$ cat src/rtl/pc_pkg.sv
// Shared encodings for the next-PC source select.
package pc_pkg;

    typedef enum logic [1:0] {
        PCSRC_ALU    = 2'b00,
        PCSRC_ALUREG = 2'b01,
        PCSRC_IMM    = 2'b10,
        PCSRC_RAS    = 2'b11
    } pc_src_e;

endpackage

$ cat src/rtl/pc_source_unit_if.sv
// Control/data bundle between the datapath and the PC source unit.
interface pc_source_unit_if #(
    parameter int unsigned DATA_WIDTH = 32,
    parameter int unsigned ADDR_WIDTH = 16,
    parameter int unsigned IMM_WIDTH  = 26
);
    logic [1:0]            pc_source;
    logic                  pc_write;
    logic                  pc_write_cond;
    logic                  cond_true;
    logic [DATA_WIDTH-1:0] alu_out;
    logic [DATA_WIDTH-1:0] alu_reg_out;
    logic [IMM_WIDTH-1:0]  immediate;
    logic                  ras_push;
    logic [ADDR_WIDTH-1:0] pc;
    logic                  pc_updated;
    logic                  ras_empty;
    logic                  ras_full;
    logic                  ras_overflow;
    logic                  ras_underflow;

    modport master (
        output pc_source, pc_write, pc_write_cond, cond_true,
               alu_out, alu_reg_out, immediate, ras_push,
        input  pc, pc_updated, ras_empty, ras_full, ras_overflow, ras_underflow
    );

    modport slave (
        input  pc_source, pc_write, pc_write_cond, cond_true,
               alu_out, alu_reg_out, immediate, ras_push,
        output pc, pc_updated, ras_empty, ras_full, ras_overflow, ras_underflow
    );
endinterface

$ cat src/rtl/pc_ras.sv
// Circular return-address stack: overwrites the oldest entry when full,
// reports sticky overflow/underflow until reset.
module pc_ras #(
    parameter int unsigned ADDR_WIDTH = 16,
    parameter int unsigned RAS_DEPTH  = 4
) (
    input  logic                  clk,
    input  logic                  rst_n,
    input  logic                  push,
    input  logic                  pop,
    input  logic [ADDR_WIDTH-1:0] push_data,
    output logic [ADDR_WIDTH-1:0] top,
    output logic                  empty,
    output logic                  full,
    output logic                  overflow,
    output logic                  underflow
);
    localparam int unsigned PTR_W = $clog2(RAS_DEPTH);
    localparam int unsigned CNT_W = PTR_W + 1;

    logic [ADDR_WIDTH-1:0] mem_q [RAS_DEPTH];
    logic [PTR_W-1:0]      wr_ptr_q, wr_ptr_d;
    logic [CNT_W-1:0]      count_q, count_d;
    logic                  empty_q, empty_d;
    logic                  full_q, full_d;
    logic                  overflow_q, overflow_d;
    logic                  underflow_q, underflow_d;
    logic                  we_c;
    logic [PTR_W-1:0]      waddr_c;
    logic [PTR_W-1:0]      top_ptr_c;

    // wr_ptr is the next free slot; the top entry sits just below it.
    assign top_ptr_c = wr_ptr_q - PTR_W'(1);
    assign top       = mem_q[top_ptr_c];

    always_comb begin
        wr_ptr_d    = wr_ptr_q;
        count_d     = count_q;
        overflow_d  = overflow_q;
        underflow_d = underflow_q;
        we_c        = 1'b0;
        waddr_c     = wr_ptr_q;

        if (push && pop) begin
            we_c = 1'b1;
            if (empty_q) begin
                underflow_d = 1'b1;
                wr_ptr_d    = wr_ptr_q + PTR_W'(1);
                count_d     = CNT_W'(1);
            end else begin
                waddr_c = top_ptr_c;
            end
        end else if (pop) begin
            if (empty_q) begin
                underflow_d = 1'b1;
            end else begin
                wr_ptr_d = top_ptr_c;
                count_d  = count_q - CNT_W'(1);
            end
        end else if (push) begin
            we_c     = 1'b1;
            wr_ptr_d = wr_ptr_q + PTR_W'(1);
            if (full_q) begin
                overflow_d = 1'b1;
            end else begin
                count_d = count_q + CNT_W'(1);
            end
        end

        empty_d = (count_d == CNT_W'(0));
        full_d  = (count_d == CNT_W'(RAS_DEPTH));
    end

    always_ff @(posedge clk) begin
        if (!rst_n) begin
            wr_ptr_q    <= '0;
            count_q     <= '0;
            empty_q     <= 1'b1;
            full_q      <= 1'b0;
            overflow_q  <= 1'b0;
            underflow_q <= 1'b0;
        end else begin
            wr_ptr_q    <= wr_ptr_d;
            count_q     <= count_d;
            empty_q     <= empty_d;
            full_q      <= full_d;
            overflow_q  <= overflow_d;
            underflow_q <= underflow_d;
        end
    end

    // Entry storage is not reset; occupancy alone defines validity.
    always_ff @(posedge clk) begin
        if (rst_n && we_c) begin
            mem_q[waddr_c] <= push_data;
        end
    end

    assign empty     = empty_q;
    assign full      = full_q;
    assign overflow  = overflow_q;
    assign underflow = underflow_q;

endmodule

$ cat src/rtl/pc_source_unit.sv
// Program counter register with four-way next-PC select and a return-address stack.
module pc_source_unit
    import pc_pkg::*;
#(
    parameter int unsigned          DATA_WIDTH = 32,
    parameter int unsigned          ADDR_WIDTH = 16,
    parameter int unsigned          IMM_WIDTH  = 26,
    parameter int unsigned          RAS_DEPTH  = 4,
    parameter logic [ADDR_WIDTH-1:0] RESET_PC  = '0
) (
    input  logic                   clk,
    input  logic                   rst_n,
    pc_source_unit_if.slave        bus
);
    logic [ADDR_WIDTH-1:0] pc_q, pc_d;
    logic                  upd_q, upd_d;
    logic                  pc_updated_q, pc_updated_d;
    logic                  upd_c;
    logic                  pop_c;
    pc_src_e               src_c;
    logic [ADDR_WIDTH-1:0] ras_top;
    logic                  ras_empty;
    logic                  unused_bits;

    assign unused_bits = &{1'b0, bus.alu_out, bus.alu_reg_out, bus.immediate};

    assign src_c = pc_src_e'(bus.pc_source);
    assign upd_c = bus.pc_write | (bus.pc_write_cond & bus.cond_true);
    assign pop_c = upd_c && (src_c == PCSRC_RAS);

    // Next-PC select; an empty-stack pop falls back to the reset vector.
    always_comb begin
        pc_d         = pc_q;
        upd_d        = upd_c;
        pc_updated_d = upd_q;
        if (upd_c) begin
            case (src_c)
                PCSRC_ALU:    pc_d = bus.alu_out[ADDR_WIDTH-1:0];
                PCSRC_ALUREG: pc_d = bus.alu_reg_out[ADDR_WIDTH-1:0];
                PCSRC_IMM:    pc_d = bus.immediate[ADDR_WIDTH-1:0];
                PCSRC_RAS:    pc_d = ras_empty ? RESET_PC : ras_top;
            endcase
        end
    end

    always_ff @(posedge clk) begin
        if (!rst_n) begin
            pc_q         <= RESET_PC;
            upd_q        <= 1'b0;
            pc_updated_q <= 1'b0;
        end else begin
            pc_q         <= pc_d;
            upd_q        <= upd_d;
            pc_updated_q <= pc_updated_d;
        end
    end

    pc_ras #(
        .ADDR_WIDTH (ADDR_WIDTH),
        .RAS_DEPTH  (RAS_DEPTH)
    ) u_ras (
        .clk       (clk),
        .rst_n     (rst_n),
        .push      (bus.ras_push),
        .pop       (pop_c),
        .push_data (pc_q + ADDR_WIDTH'(1)),
        .top       (ras_top),
        .empty     (ras_empty),
        .full      (bus.ras_full),
        .overflow  (bus.ras_overflow),
        .underflow (bus.ras_underflow)
    );

    assign bus.pc         = pc_q;
    assign bus.pc_updated = pc_updated_q;
    assign bus.ras_empty  = ras_empty;

endmodule
$ cat src/flat_wrapper.sv
// flat-port wrapper written by rule: the top's interface ports become plain ports
module pc_source_unit_flat import pc_pkg::*;
#(
    parameter int unsigned          DATA_WIDTH = 32,
    parameter int unsigned          ADDR_WIDTH = 16,
    parameter int unsigned          IMM_WIDTH  = 26,
    parameter int unsigned          RAS_DEPTH  = 4,
    parameter logic [ADDR_WIDTH-1:0] RESET_PC  = '0
)
  (clk, rst_n, bus_pc_source, bus_pc_write, bus_pc_write_cond, bus_cond_true, bus_alu_out, bus_alu_reg_out, bus_immediate, bus_ras_push, bus_pc, bus_pc_updated, bus_ras_empty, bus_ras_full, bus_ras_overflow, bus_ras_underflow);
  pc_source_unit_if #(.DATA_WIDTH(DATA_WIDTH), .ADDR_WIDTH(ADDR_WIDTH), .IMM_WIDTH(IMM_WIDTH)) bus_i ();
  input  logic clk;
  input  logic rst_n;
  input wire logic [$bits(bus_i.pc_source)-1:0] bus_pc_source;
  input wire logic [$bits(bus_i.pc_write)-1:0] bus_pc_write;
  input wire logic [$bits(bus_i.pc_write_cond)-1:0] bus_pc_write_cond;
  input wire logic [$bits(bus_i.cond_true)-1:0] bus_cond_true;
  input wire logic [$bits(bus_i.alu_out)-1:0] bus_alu_out;
  input wire logic [$bits(bus_i.alu_reg_out)-1:0] bus_alu_reg_out;
  input wire logic [$bits(bus_i.immediate)-1:0] bus_immediate;
  input wire logic [$bits(bus_i.ras_push)-1:0] bus_ras_push;
  output wire logic [$bits(bus_i.pc)-1:0] bus_pc;
  output wire logic [$bits(bus_i.pc_updated)-1:0] bus_pc_updated;
  output wire logic [$bits(bus_i.ras_empty)-1:0] bus_ras_empty;
  output wire logic [$bits(bus_i.ras_full)-1:0] bus_ras_full;
  output wire logic [$bits(bus_i.ras_overflow)-1:0] bus_ras_overflow;
  output wire logic [$bits(bus_i.ras_underflow)-1:0] bus_ras_underflow;
  assign bus_i.pc_source = bus_pc_source;
  assign bus_i.pc_write = bus_pc_write;
  assign bus_i.pc_write_cond = bus_pc_write_cond;
  assign bus_i.cond_true = bus_cond_true;
  assign bus_i.alu_out = bus_alu_out;
  assign bus_i.alu_reg_out = bus_alu_reg_out;
  assign bus_i.immediate = bus_immediate;
  assign bus_i.ras_push = bus_ras_push;
  assign bus_pc = bus_i.pc;
  assign bus_pc_updated = bus_i.pc_updated;
  assign bus_ras_empty = bus_i.ras_empty;
  assign bus_ras_full = bus_i.ras_full;
  assign bus_ras_overflow = bus_i.ras_overflow;
  assign bus_ras_underflow = bus_i.ras_underflow;
  pc_source_unit #(.DATA_WIDTH(DATA_WIDTH), .ADDR_WIDTH(ADDR_WIDTH), .IMM_WIDTH(IMM_WIDTH), .RAS_DEPTH(RAS_DEPTH), .RESET_PC(RESET_PC)) u_core (.clk(clk), .rst_n(rst_n), .bus(bus_i));
endmodule
$ cat config.mk
export PLATFORM = sky130hd
export DESIGN_NAME = pc_source_unit_flat
export DESIGN_NICKNAME = d
export VERILOG_FILES = /design/src/rtl/pc_pkg.sv /design/src/rtl/pc_source_unit_if.sv /design/src/rtl/pc_ras.sv /design/src/rtl/pc_source_unit.sv /design/src/flat_wrapper.sv
export SDC_FILE = /design/constraint.sdc
export NUM_CORES = 1
export LEC_CHECK = 0
export ABC_AREA = 1
export ABC_CLOCK_PERIOD_IN_PS = 6400
export CAP_MARGIN = 20
export CORE_MARGIN = 1.5
export CORE_UTILIZATION = 53
export CTS_CLUSTER_DIAMETER = 120
export DETAILED_ROUTE_END_ITERATION = 8
export MAX_ROUTING_LAYER = met4
export PLACE_DENSITY_LB_ADDON = 0.2
export SYNTH_ARGS = -nofsm -noshare
export SYNTH_HDL_FRONTEND = slang
export SYNTH_SLANG_ARGS = --single-unit
$ cat constraint.sdc
create_clock -name clk -period 6.4 [get_ports clk]
set_input_delay 0.64 -clock clk [delete_from_list [all_inputs] [get_ports clk]]
set_output_delay 0.64 -clock clk [all_outputs]
set_load 0.1 [all_outputs]
======== After elaboration in Yosys (flattened, before gate mapping) ========
Memory sizes are Yosys's and may differ from the RTL's.
Index checks and enable logic that the tools add are counted.
word-level totals
  register bits ........................... 27
  memory bits (writable) .................. 64
  input port bits ......................... 98
  output and inout port bits .............. 21
  word-level logic and storage cells ...... 55
  memories kept ........................... 1
operators by class
  add/sub/neg operators ................... 5
  equal/unequal tests ..................... 5
  mux-type cells .......................... 22
  bitwise logic cells ..................... 4
  reductions and logical operators ........ 9
memories
  name                words  width  rd ports  clocked after Yosys merged registers in  write ports  line          source
  u_core.u_ras.mem_q  4      16     1         0                                        1            pc_ras.sv:21  logic [ADDR_WIDTH-1:0] mem_q [RAS_DEPTH];
operators with widths
  cell                     count
  $pmux W16 S4             1
  $mux W3                  6
  $add A16 B1 Y16 const B  1
  $mux W16                 1
  $mux W2                  6
  $mux W1                  8
  $eq A2 B2 Y1 const B     2
  $reduce_and A4 Y1        1
  $add A3 B1 Y3 const B    1
  $eq A3 B3 Y1 const B     1
  $logic_and A1 B1 Y1      3
  $logic_not A3 Y1         1
  $reduce_bool A3 Y1       1
  $sub A3 B1 Y3 const B    1
  $add A2 B1 Y2 const B    1
  $eq A2 B1 Y1 const B     1
  $logic_not A2 Y1         1
  $ne A2 B2 Y1 const B     1
  $not A1 Y1               2
  $reduce_and A2 Y1        1
  $reduce_bool A2 Y1       1
  $sub A2 B1 Y2 const B    1
  $and A1 B1 Y1            1
  $or A1 B1 Y1             1

======== Depth between registers and ports, before layout ========
Gate-level depths: netlist of the first run.
  depth in word-level cells ............... 8
  gate-level depth with buffers ........... 11
  gate-level depth less buffers ........... 10

======== Cells and area by module ========
From an unflattened synthesis of the first run, not the netlist that was laid out.
second synthesis, totals
  cells, all modules ...................... 515
  area, all modules ....................... 4,566.9 um^2
by module, submodules not included
  module          times used  cells each  area each (um^2)  sequential area each (um^2)
  pc_ras          1           246         2,984.1           2,102.0
  pc_source_unit  1           269         1,582.8           360.3

======== Worst setup path before layout of the first run ========
No wires, ideal clock.
  path type ............................... reg2reg
  from .................................... reg u_core.u_ras.empty_q, in the netlist u_core.u_ras.empty
  to ...................................... mem u_core.u_ras.mem_q[2][0], enable pin
  library setup time ...................... 0.388 ns
  data arrival time ....................... 2.288 ns
  data required time ...................... 6.012 ns
  path slack .............................. 3.724 ns
  stages on the path, launching flop included .. 8
  buffers on the path ..................... 1
  clock period less this slack ............ 2.676 ns
  cell sequence ........................... dfxtp_1 -> buf_2 -> nand2_1 -> o21ai_2 -> nand2_1 -> o21ai_1 -> nand2_1 -> nor2_1
on the way
  cells in the longest elaborated chain, start to end .. 2
RTL lines
  item                    line          source
  start, declared         pc_ras.sv:24  logic empty_q, empty_d;
  start signal, assigned  pc_ras.sv:85  empty_q <= empty_d;
  $mux W2                 -
  $mux W2                 pc_ras.sv:44  if (push && pop) begin
  end, declared           pc_ras.sv:21
Every way passes these cells.

======== Worst setup path in the final report of the first run ========
  from .................................... in bus_pc_source[1]
  to ...................................... mem u_core.u_ras.mem_q[1][5], enable pin
on the way
  cells in the longest elaborated chain, start to end .. 7
  elaborated cells between the ends (all ways) .. 9
  those cells by class .................... eq/ne: 1; mux: 5; reduce/logical: 3
RTL lines
  item                                            line                        source
  start, declared                                 flat_wrapper.sv:14          input wire logic [$bits(bus_i.pc_source)-1:0] bus_pc_source;
  $eq A2 B2 Y1 *                                  pc_source_unit.sv:29        assign pop_c = upd_c && (src_c == PCSRC_RAS);
  $logic_and A1 B1 Y1 *                           pc_source_unit.sv:29
  $mux W1 or $logic_and A1 B1 Y1 (tied branches)  pc_ras.sv:53, pc_ras.sv:44
  $mux W1                                         pc_ras.sv:44
  $logic_and A1 B1 Y1                             pc_ras.sv:94                if (rst_n && we_c) begin
  $mux W1                                         pc_ras.sv:94
  $mux W1 (not written as such)                   pc_ras.sv:95                mem_q[waddr_c] <= push_data;
Every way passes the cells marked *; elsewhere a longest branch is shown, timed or not.

==> impl_metrics.yaml, run 1 <==
grt:
  antenna_found_initial: 0
  grt_overflow: 0
  grt_pass1_wl_um: 16440
  grt_max_degree: 23
  grt_pass1_vias: 3463
  grt_usage_pct: 25.32
synth:
  synth_edf_count: 64
  yosysMostFrequentCell: "nand2_1"
  synth_seq_area_share_pct: 54.23
  synth_nets: 645
  ys_warn_count: 0
  synthCells: 543
  synth-seq-cells: 91
  synth_ff_type: "edfxtp_1"
  yosysTopAreaCell: "edfxtp_1"
  synth.avg_cell_area_um2: 8.362
  synth_cell_types: 33
  synth_common_cells: "218 x nand2_1, 64 x edfxtp_1, 47 x nor2_1, 37 x inv_1, 37 x nand3_1"
  synth_top_area_share_pct: 42.33
  ys_async_sr_fraction_pct: 0
  synth_area_leaders: "edfxtp_1 42%, nand2_1 18%, dfxtp_1 12%"
  netlist_area_mm2: 0.004541
pwr:
  p_leak_nw: 2.315
  p_per_area_mw_per_mm2: 242.5
  irDropWorstVdd_v: 0.0001668
layout:
  fill_cells: 692
  nets: 715
  drive_gt1_share_pct: 5.825
  antennaDiodeCount: 0
  area_growth_pct: 21.36
timing:
  fin_worst_skew_ps: 12.82
  fin_tns_setup_ps: 0
  rsz0062_at_grt: "no"
  max_clock_freq_mhz: 303.6
  hold_violations: 0
  post-route-period-util_pct: 51.47
  worstMarginPinSlew_ps: 999.3
  period_needed_ps: 3294
  relSlewSlack_pct: 33.17
  finalSetupViolCount: 0
  whs_ps: 432.9
  maxSlewViolCount: 0
clock_tree:
  cts_num_sinks: 91
  insertion_delay_ps: 360
  post_cts_buffers: 0
  cts_resized: 0
  clk_pin_slew_ps: 90
  cts-root-buf: "clkbuf_8"
  cts_max_level: 3
  cts_tree: "built"
  clockBufferDepth: 2
  cts_hold_buf: 0
  numCtsBuffers: 9
route:
  first_pass_iters: 4
  wl_met1_um: 4584
  wl_per_cell_um: 14.91
  drt-initial-drc-count: 129
  vias: 3704
  drt.antenna.violating_nets: 0
  wl_um: 10780
  wl_met3_um: 383
  drc: 0
  wl_met2_um: 5543
  vias_per_cell: 5.123
  highest_layer: "met4"
setup_path:
  required_ps: 6380
  cp_max_fo: 20
  end_kind: "flop"
  crit_type: "input pin to flop"
  arrival_ps: 3270
  worst_setup_path_start_kind: "input pin"
placed_design:
  io_buffers: 76
  dp.final_hpwl_um: 7582
  gp_congestion: 0.8580
min_path:
  min_path_type: "flop to flop"
floorplan:
  die_y_um: 95.56
  initial_core_util_pct: 54.98
  ioPinCount: 119
  dieArea_mm2: 0.009132
  rows: 33
  die_width_um: 95.56
  coreArea_mm2: 0.008258
run:
  cap_violations: 0
status:
  outcome: "completed"
sequential cells by signal, summed over array words and instances, names as in the netlist:
signal and count:
u_core.u_ras.count_q 3, u_core.u_ras.empty 1, u_core.bus.pc_updated 1, u_core.u_ras.full 1
u_core.u_ras.wr_ptr_q 2, u_core.u_ras.mem_q 64, u_core.u_ras.underflow 1, u_core.u_ras.overflow 1
u_core.bus.pc 16, u_core.pc_updated_d 1
final timing paths:
| path | startpoint | to | slack, ps | cells past startpoint |
|---|---|---|---|---|
| setup / recovery | bus_pc_source[1] | u_core.u_ras.mem_q[1][5] | 3110 | 8 |
| hold / removal | u_core.pc_updated_d | u_core.bus.pc_updated | 430 | 2 |
| setup reg to reg | u_core.u_ras.wr_ptr_q[1] | u_core.u_ras.mem_q[1][5] | 3700 | 6 |
| hold reg to reg | u_core.pc_updated_d | u_core.bus.pc_updated | 430 | 2 |
kinds of logic after synthesis:
| family | Yosys count | synth area share, % |
|---|---|---|
| flops | 91 | 54.23 |
| xor+xnor | 15 | 2.893 |
| simple gates | 331 | 30.61 |
| buf+inv | 61 | 6.255 |
| fa+ha+maj | 4 | 1.102 |
| compound gates | 41 | 4.905 |
per-layer routing:
| layer | track usage, % | vias up |
|---|---|---|
| li1 | - | 1900 |
| met1 | 29.41 | 1710 |
| met2 | 43.31 | 74 |
| met3 | 3.987 | 20 |
| met4 | 10.91 | 0 |
| met5 | - | - |
stage by stage:
stage                     total power [W]  utilization, %  std cells  cell area (µm²)  setup slack, ps
after global placement          0.0009901           64.59        707             5334             2823
final                            0.001336           66.73        723             5510             3106
after floorplan                 0.0009055               -        543             4541             3724
after detailed placement        0.0009966           64.59        707             5334             2715
after global routing             0.001399           66.73        723             5510             2911
after CTS                        0.001344           66.73        723             5510             3091
layout by cell type (no fill, tap or decap), types with 4 or more instances in the layout:
cell type | synthesis | layout
clkdlybuf4s50_1 | 0 | 76
edfxtp_1 | 64 | 64
nand3_1 | 37 | 37
nor2_1 | 47 | 45
xor2_1 | 11 | 11
o21ai_0 | 8 | 8
dfxtp_1 | 27 | 27
a21oi_1 | 18 | 18
clkbuf_8 | 0 | 9
inv_1 | 37 | 37
xnor2_1 | 4 | 4
nor3_1 | 15 | 15
nand2_1 | 218 | 218
o21ai_1 | 8 | 8
ha_1 | 4 | 4
report_power, final:
part / internal, W / switching, W
sequential: 0.000663 / 0.0000286
combinational: 0.0000940 / 0.000197
clock: 0.000146 / 0.000206
critical path, stage by stage:
cell and delay (ps):
clkdlybuf4s50_1 1010, nand2_2 190, inv_2 140, nand2_4 100, nor2_4 160, nand2_2 80, xor2_1 170, nor2_2 770
final cells by class:
cell class                 count  area, µm²  area share, %
clock buffer                  10      127.6          2.316
clock inverter                 6      48.80         0.8856
inverter                      42      165.2          2.997
multi-input combinational    391       1799          32.65
sequential                    91       2462          44.69
tap                          105      131.4          2.384
timing repair buffer          78      775.7          14.08
Power figures use the tool's default switching activity.
==> inputs of run 2 (changes only) <==
--- a/config.mk
+++ b/config.mk
@@ -6,10 +6,10 @@
 export NUM_CORES = 1
 export LEC_CHECK = 0
 export ABC_AREA = 1
-export ABC_CLOCK_PERIOD_IN_PS = 6400
+export ABC_CLOCK_PERIOD_IN_PS = 3300
 export CAP_MARGIN = 20
 export CORE_MARGIN = 1.5
-export CORE_UTILIZATION = 53
+export CORE_UTILIZATION = 49
 export CTS_CLUSTER_DIAMETER = 120
 export DETAILED_ROUTE_END_ITERATION = 8
 export MAX_ROUTING_LAYER = met4
==> constraint.sdc (replaced) <==
create_clock -name clk -period 3.3 [get_ports clk]
set_input_delay 0.33 -clock clk [delete_from_list [all_inputs] [get_ports clk]]
set_output_delay 0.33 -clock clk [all_outputs]
set_load 0.1 [all_outputs]
==> impl_metrics.yaml, run 2 (synthesis gave the netlist of run 1 again) <==
clock_tree:
  numCtsBuffers: 9
  cts_tree: "built"
  insertion_delay_ps: 370
  cts_max_level: 3
  cts_resized: 0
  cts_hold_buf: 0
  clk_pin_slew_ps: 100
  cts_num_sinks: 91
  cts-root-buf: "clkbuf_8"
  clockBufferDepth: 2
  post_cts_buffers: 0
setup_path:
  cp_top_family: "buffers and inverters"
  rr_startpoint: "u_core.u_ras.wr_ptr_q[0]"
  cp_max_fo: 5
  critPathLaunch: "u_core.bus.pc[0]"
  worst_setup_path_start_kind: "flop"
  r2r_cells: 9
  arrival_ps: 2030
  end_kind: "output port"
  worst-path-stages: 1
  cpPeakStageDelay_ps: 1190
  cp_slowest_cell: "clkdlybuf4s50_1"
  required_ps: 2970
  r2r_end: "u_core.u_ras.mem_q[2][15]"
  crit_end: "bus_pc[0]"
  path_buf_inv: 1
  path_cells: "clkdlybuf4s50_1"
  crit_type: "flop to output port"
  r2r_slack_ps: 1110
pwr:
  p_int_w: 0.001984
  irDropWorstVdd_v: 0.0002949
  power_w: 0.002833
  seq_power_share_pct: 46.9
  clkPwrFrac_pct: 32.5
  p_per_area_mw_per_mm2: 503.9
  p_leak_nw: 2.385
  p_sw_share_pct: 29.97
  p_comb_share_pct: 20.6
  power.switching_w: 0.0008493
grt:
  grt_max_degree: 23
  grt_pass1_vias: 3602
  grt_overflow: 0
  antenna_found_initial: 0
  grt_usage_pct: 22.97
  grt_pass1_wl_um: 17100
floorplan:
  die_width_um: 99.26
  dieArea_mm2: 0.009853
  rows: 34
  ioPinCount: 119
  die_y_um: 99.26
  initial_core_util_pct: 51.32
  coreArea_mm2: 0.008848
status:
  outcome: "completed"
timing:
  period_needed_ps: 2362
  finalSetupViolCount: 0
  fin_tns_setup_ps: 0
  max_clock_freq_mhz: 423.4
  hold_violations: 0
  relSlewSlack_pct: 33.08
  maxSlewViolCount: 0
  rsz0062_at_grt: "no"
  post-route-period-util_pct: 71.57
  worstMarginPinSlew_ps: 1001
  fin_worst_skew_ps: 15.63
placed_design:
  io_buffers: 76
  gp_congestion: 0.7877
  dp.final_hpwl_um: 7520
  dpl_cell_area_mm2: 0.005375
route:
  first_pass_iters: 6
  wl_per_cell_um: 14.17
  drt.antenna.violating_nets: 0
  drt-initial-drc-count: 233
  vias_per_cell: 5.158
  wl_um: 10370
  vias: 3776
  drc: 0
layout:
  largest_register_ffs: 64
  regMostFlops: "u_core.u_ras.mem_q"
  nets: 721
  final_common_cell: "nand2_1"
  antennaDiodeCount: 0
  final_cell_mix: "218 x nand2_1, 75 x clkdlybuf4s50_1, 64 x edfxtp_1"
  area_growth_pct: 23.84
  design_area_mm2: 0.005623
  drive_gt1_share_pct: 6.891
run:
  cap_violations: 0
min_path:
  min_path_type: "flop to flop"
  whs_path_depth: 2
==> run 2: power groups by stage <==
stage / logic [W] / clock network, W / registers [W]
6_report: 0.000584 / 0.000920 / 0.00133
5_1_grt: 0.000638 / 0.000970 / 0.00134
4_1_cts: 0.000584 / 0.000923 / 0.00133
3_5_place_dp: 0.000581 / 0 / 0.00136
3_3_place_gp: 0.000568 / 0 / 0.00135
2_1_floorplan: 0.000274 / 0 / 0.00148
==> run 2: layout make-up <==
cell class | count | area, µm²
well taps | 108 | 135.1
fillers | 751 | 3226
clock buffers | 9 | 123.9
multi-input cells | 391 | 1794
inverters | 42 | 165.2
clock inverters | 7 | 123.9
repair buffers | 84 | 818.3
flip-flops and latches | 91 | 2462
==> run 2: per-stage QoR <==
step                      utilization [%]  hold slack (ps)  setup WS [ps]  instances
after detailed placement            60.75            412.1          820.3        716
after CTS                           63.55            426.5          922.7        732
after floorplan                         -            390.5          623.6        543
after global placement              60.75            398.0          865.5        716
final                               63.55            423.8          938.2        732
after global routing                63.55            445.6          869.4        732
==> run 2: how the worst min path moves through the flow <==
stage                   startpoint                    end  slack (ps)
6_report       u_core.pc_updated_d  u_core.bus.pc_updated         420
5_1_grt        u_core.pc_updated_d  u_core.bus.pc_updated         450
4_1_cts        u_core.pc_updated_d  u_core.bus.pc_updated         430
3_5_place_dp   u_core.pc_updated_d  u_core.bus.pc_updated         410
3_3_place_gp   u_core.pc_updated_d  u_core.bus.pc_updated         400
2_1_floorplan  u_core.pc_updated_d  u_core.bus.pc_updated         390
==> run 2: layer usage <==
layer  global-route usage (%)  vias up  part of all wire (%)
met3                    3.725       12                   6.9
met1                    30.06     1700                    45
li1                         -     1908                     -
met2                    36.67      156                    46
met4                    7.909        0                   1.2
met5                        -        -                     0
==> inputs of run 3 (changes only) <==
--- a/config.mk
+++ b/config.mk
@@ -6,7 +6,7 @@
 export NUM_CORES = 1
 export LEC_CHECK = 0
 export ABC_AREA = 1
-export ABC_CLOCK_PERIOD_IN_PS = 3300
+export ABC_CLOCK_PERIOD_IN_PS = 2400
 export CAP_MARGIN = 20
 export CORE_MARGIN = 1.5
 export CORE_UTILIZATION = 49
==> constraint.sdc (replaced) <==
create_clock -name clk -period 2.4 [get_ports clk]
set_input_delay 0.24 -clock clk [delete_from_list [all_inputs] [get_ports clk]]
set_output_delay 0.24 -clock clk [all_outputs]
set_load 0.1 [all_outputs]
==> impl_metrics.yaml, run 3 (synthesis gave the netlist of run 1 again) <==
clock_tree:
  cts-root-buf: "clkbuf_8"
  numCtsBuffers: 9
  cts_tree: "built"
  clk_pin_slew_ps: 90
  post_cts_buffers: 0
  cts_resized: 0
  cts_hold_buf: 0
  cts_num_sinks: 91
  clockBufferDepth: 2
  insertion_delay_ps: 360
  cts_max_level: 3
placed_design:
  dp.final_hpwl_um: 7542
  pre_cts_ws_ps: 251.6
  placed_cells: 722
  gp_congestion: 0.8501
  io_buffers: 76
floorplan:
  coreArea_mm2: 0.008848
  ioPinCount: 119
  rows: 34
  initial_core_util_pct: 51.32
  die_width_um: 99.26
  dieArea_mm2: 0.009853
  die_y_um: 99.26
timing:
  whs_ps: 434.8
  post-route-period-util_pct: 77.54
  hold_violations: 0
  finalSetupViolCount: 0
  worstMarginPinSlew_ps: 548.2
  setup_slack_ps: 539.0
  max_clock_freq_mhz: 537.3
  relSlewSlack_pct: 63.37
  maxSlewViolCount: 0
  fin_tns_setup_ps: 0
  period_needed_ps: 1861
  rsz0062_at_grt: "no"
  fin_worst_skew_ps: 7.802
setup_path:
  r2r_end: "u_core.u_ras.mem_q[2][14]"
  rr_startpoint: "u_core.bus.pc[0]"
  crit_type: "flop to flop"
  cpPeakStageDelay_ps: 480
  cp_max_fo: 5
  cp_slowest_cell: "dfxtp_1"
  worst_setup_path_start_kind: "flop"
  r2r_slack_ps: 540
  end_kind: "flop"
  arrival_ps: 2020
  crit_top_cell: "nand3_1"
  required_ps: 2560
  r2r_cells: 5
  path_cells: "ha_1 > nand3_1 > nor3_1 > nand3_1 > xor2_1"
layout:
  nets: 727
  fill_cells: 751
  area_growth_pct: 23.59
  antennaDiodeCount: 0
  largest_register_ffs: 64
  final_common_cell: "nand2_1"
  multiInputGateArea_mm2: 0.001804
  fin_cells: 738
  final_cell_mix: "218 x nand2_1, 64 x edfxtp_1, 55 x clkdlybuf4s50_1"
  regMostFlops: "u_core.u_ras.mem_q"
  final-seq-area_mm2: 0.002464
  drive_gt1_share_pct: 11.75
route:
  vias: 3753
  wl_um: 10290
  first_pass_iters: 5
  drt-initial-drc-count: 290
  drc: 0
  wl_per_cell_um: 13.95
  drt.antenna.violating_nets: 0
  vias_per_cell: 5.085
grt:
  grt_pass1_vias: 3545
  grt_pass1_wl_um: 16960
  grt_overflow: 0
  antenna_found_initial: 0
  grt_usage_pct: 22.80
  grt_max_degree: 23
min_path:
  hp-start: "u_core.pc_updated_d"
  whs_path_depth: 2
  min_path_type: "flop to flop"
  whs_endpoint: "u_core.bus.pc_updated"
status:
  outcome: "completed"
pwr:
  p_per_area_mw_per_mm2: 660.8
  p_leak_nw: 2.435
  power_w: 0.003708
  irDropWorstVdd_v: 0.0004202
run:
  cap_violations: 0
[run 3: changes by cell type in the layout (fill, tap and decap cells not counted)]
| cell | change |
|---|---|
| buf_4 | +24 |
| bufinv_16 | -2 |
| dfxtp_1 | -1 |
| clkdlybuf4s50_1 | -20 |
| buf_12 | +2 |
| dfxtp_2 | +1 |
| nor2_2 | +4 |
| nor2_1 | -4 |
| inv_6 | +3 |
| clkinv_4 | -1 |
[run 3: area by class of cell]
class | count | share of cell area (%)
clock buffer | 9 | 2.207
clock inverter | 7 | 1.449
inverter | 42 | 2.943
multi-input combinational | 391 | 32.15
sequential | 91 | 43.90
tap | 108 | 2.408
timing repair buffer | 90 | 14.94
[run 3: through the flow]
stage / util (%) / area (µm²)
6_report: 63.42 / 5612
3_5_place_dp: 61.10 / 5406
5_1_grt: 63.42 / 5612
3_3_place_gp: 61.10 / 5406
2_1_floorplan: - / 4552
4_1_cts: 63.42 / 5612
[run 3: metal layers]
metal	share of wire, %	wire, µm	global-route usage [%]
met1	46	4727	30.62
met2	46	4757	35.30
met3	6.7	685	4.146
met4	1.2	123	7.584
met5	0	0	-
[run 3: worst max path at each step]
stage                                start                   endpoint  slack [ps]  cells after the start
after floorplan           u_core.bus.pc[0]  u_core.u_ras.mem_q[0][14]         120                      5
final                     u_core.bus.pc[0]  u_core.u_ras.mem_q[2][14]         540                      5
after global routing      u_core.bus.pc[0]  u_core.u_ras.mem_q[1][14]         370                      5
after detailed placement  bus_pc_source[0]  u_core.u_ras.mem_q[3][15]         250                      9
after global placement    bus_pc_source[1]  u_core.u_ras.mem_q[2][15]         300                      9
after CTS                 u_core.bus.pc[0]  u_core.u_ras.mem_q[2][12]         550                      7
[run 3: worst max-delay path: cells and delay by family, from the launching register on]
family | cells | cell delay (ps)
AND/OR/NAND/NOR | 3 | 660
flip-flops | 1 | 480
XOR/XNOR | 1 | 290
adder cells (fa/ha/maj) | 1 | 240
[run 3: power breakdown]
| part | switching (W) | total, W | internal, W |
|---|---|---|---|
| sequential | 0.0000557 | 0.00182 | 0.00177 |
| clock | 0.000570 | 0.00107 | 0.000502 |
| combinational | 0.000548 | 0.000811 | 0.000263 |
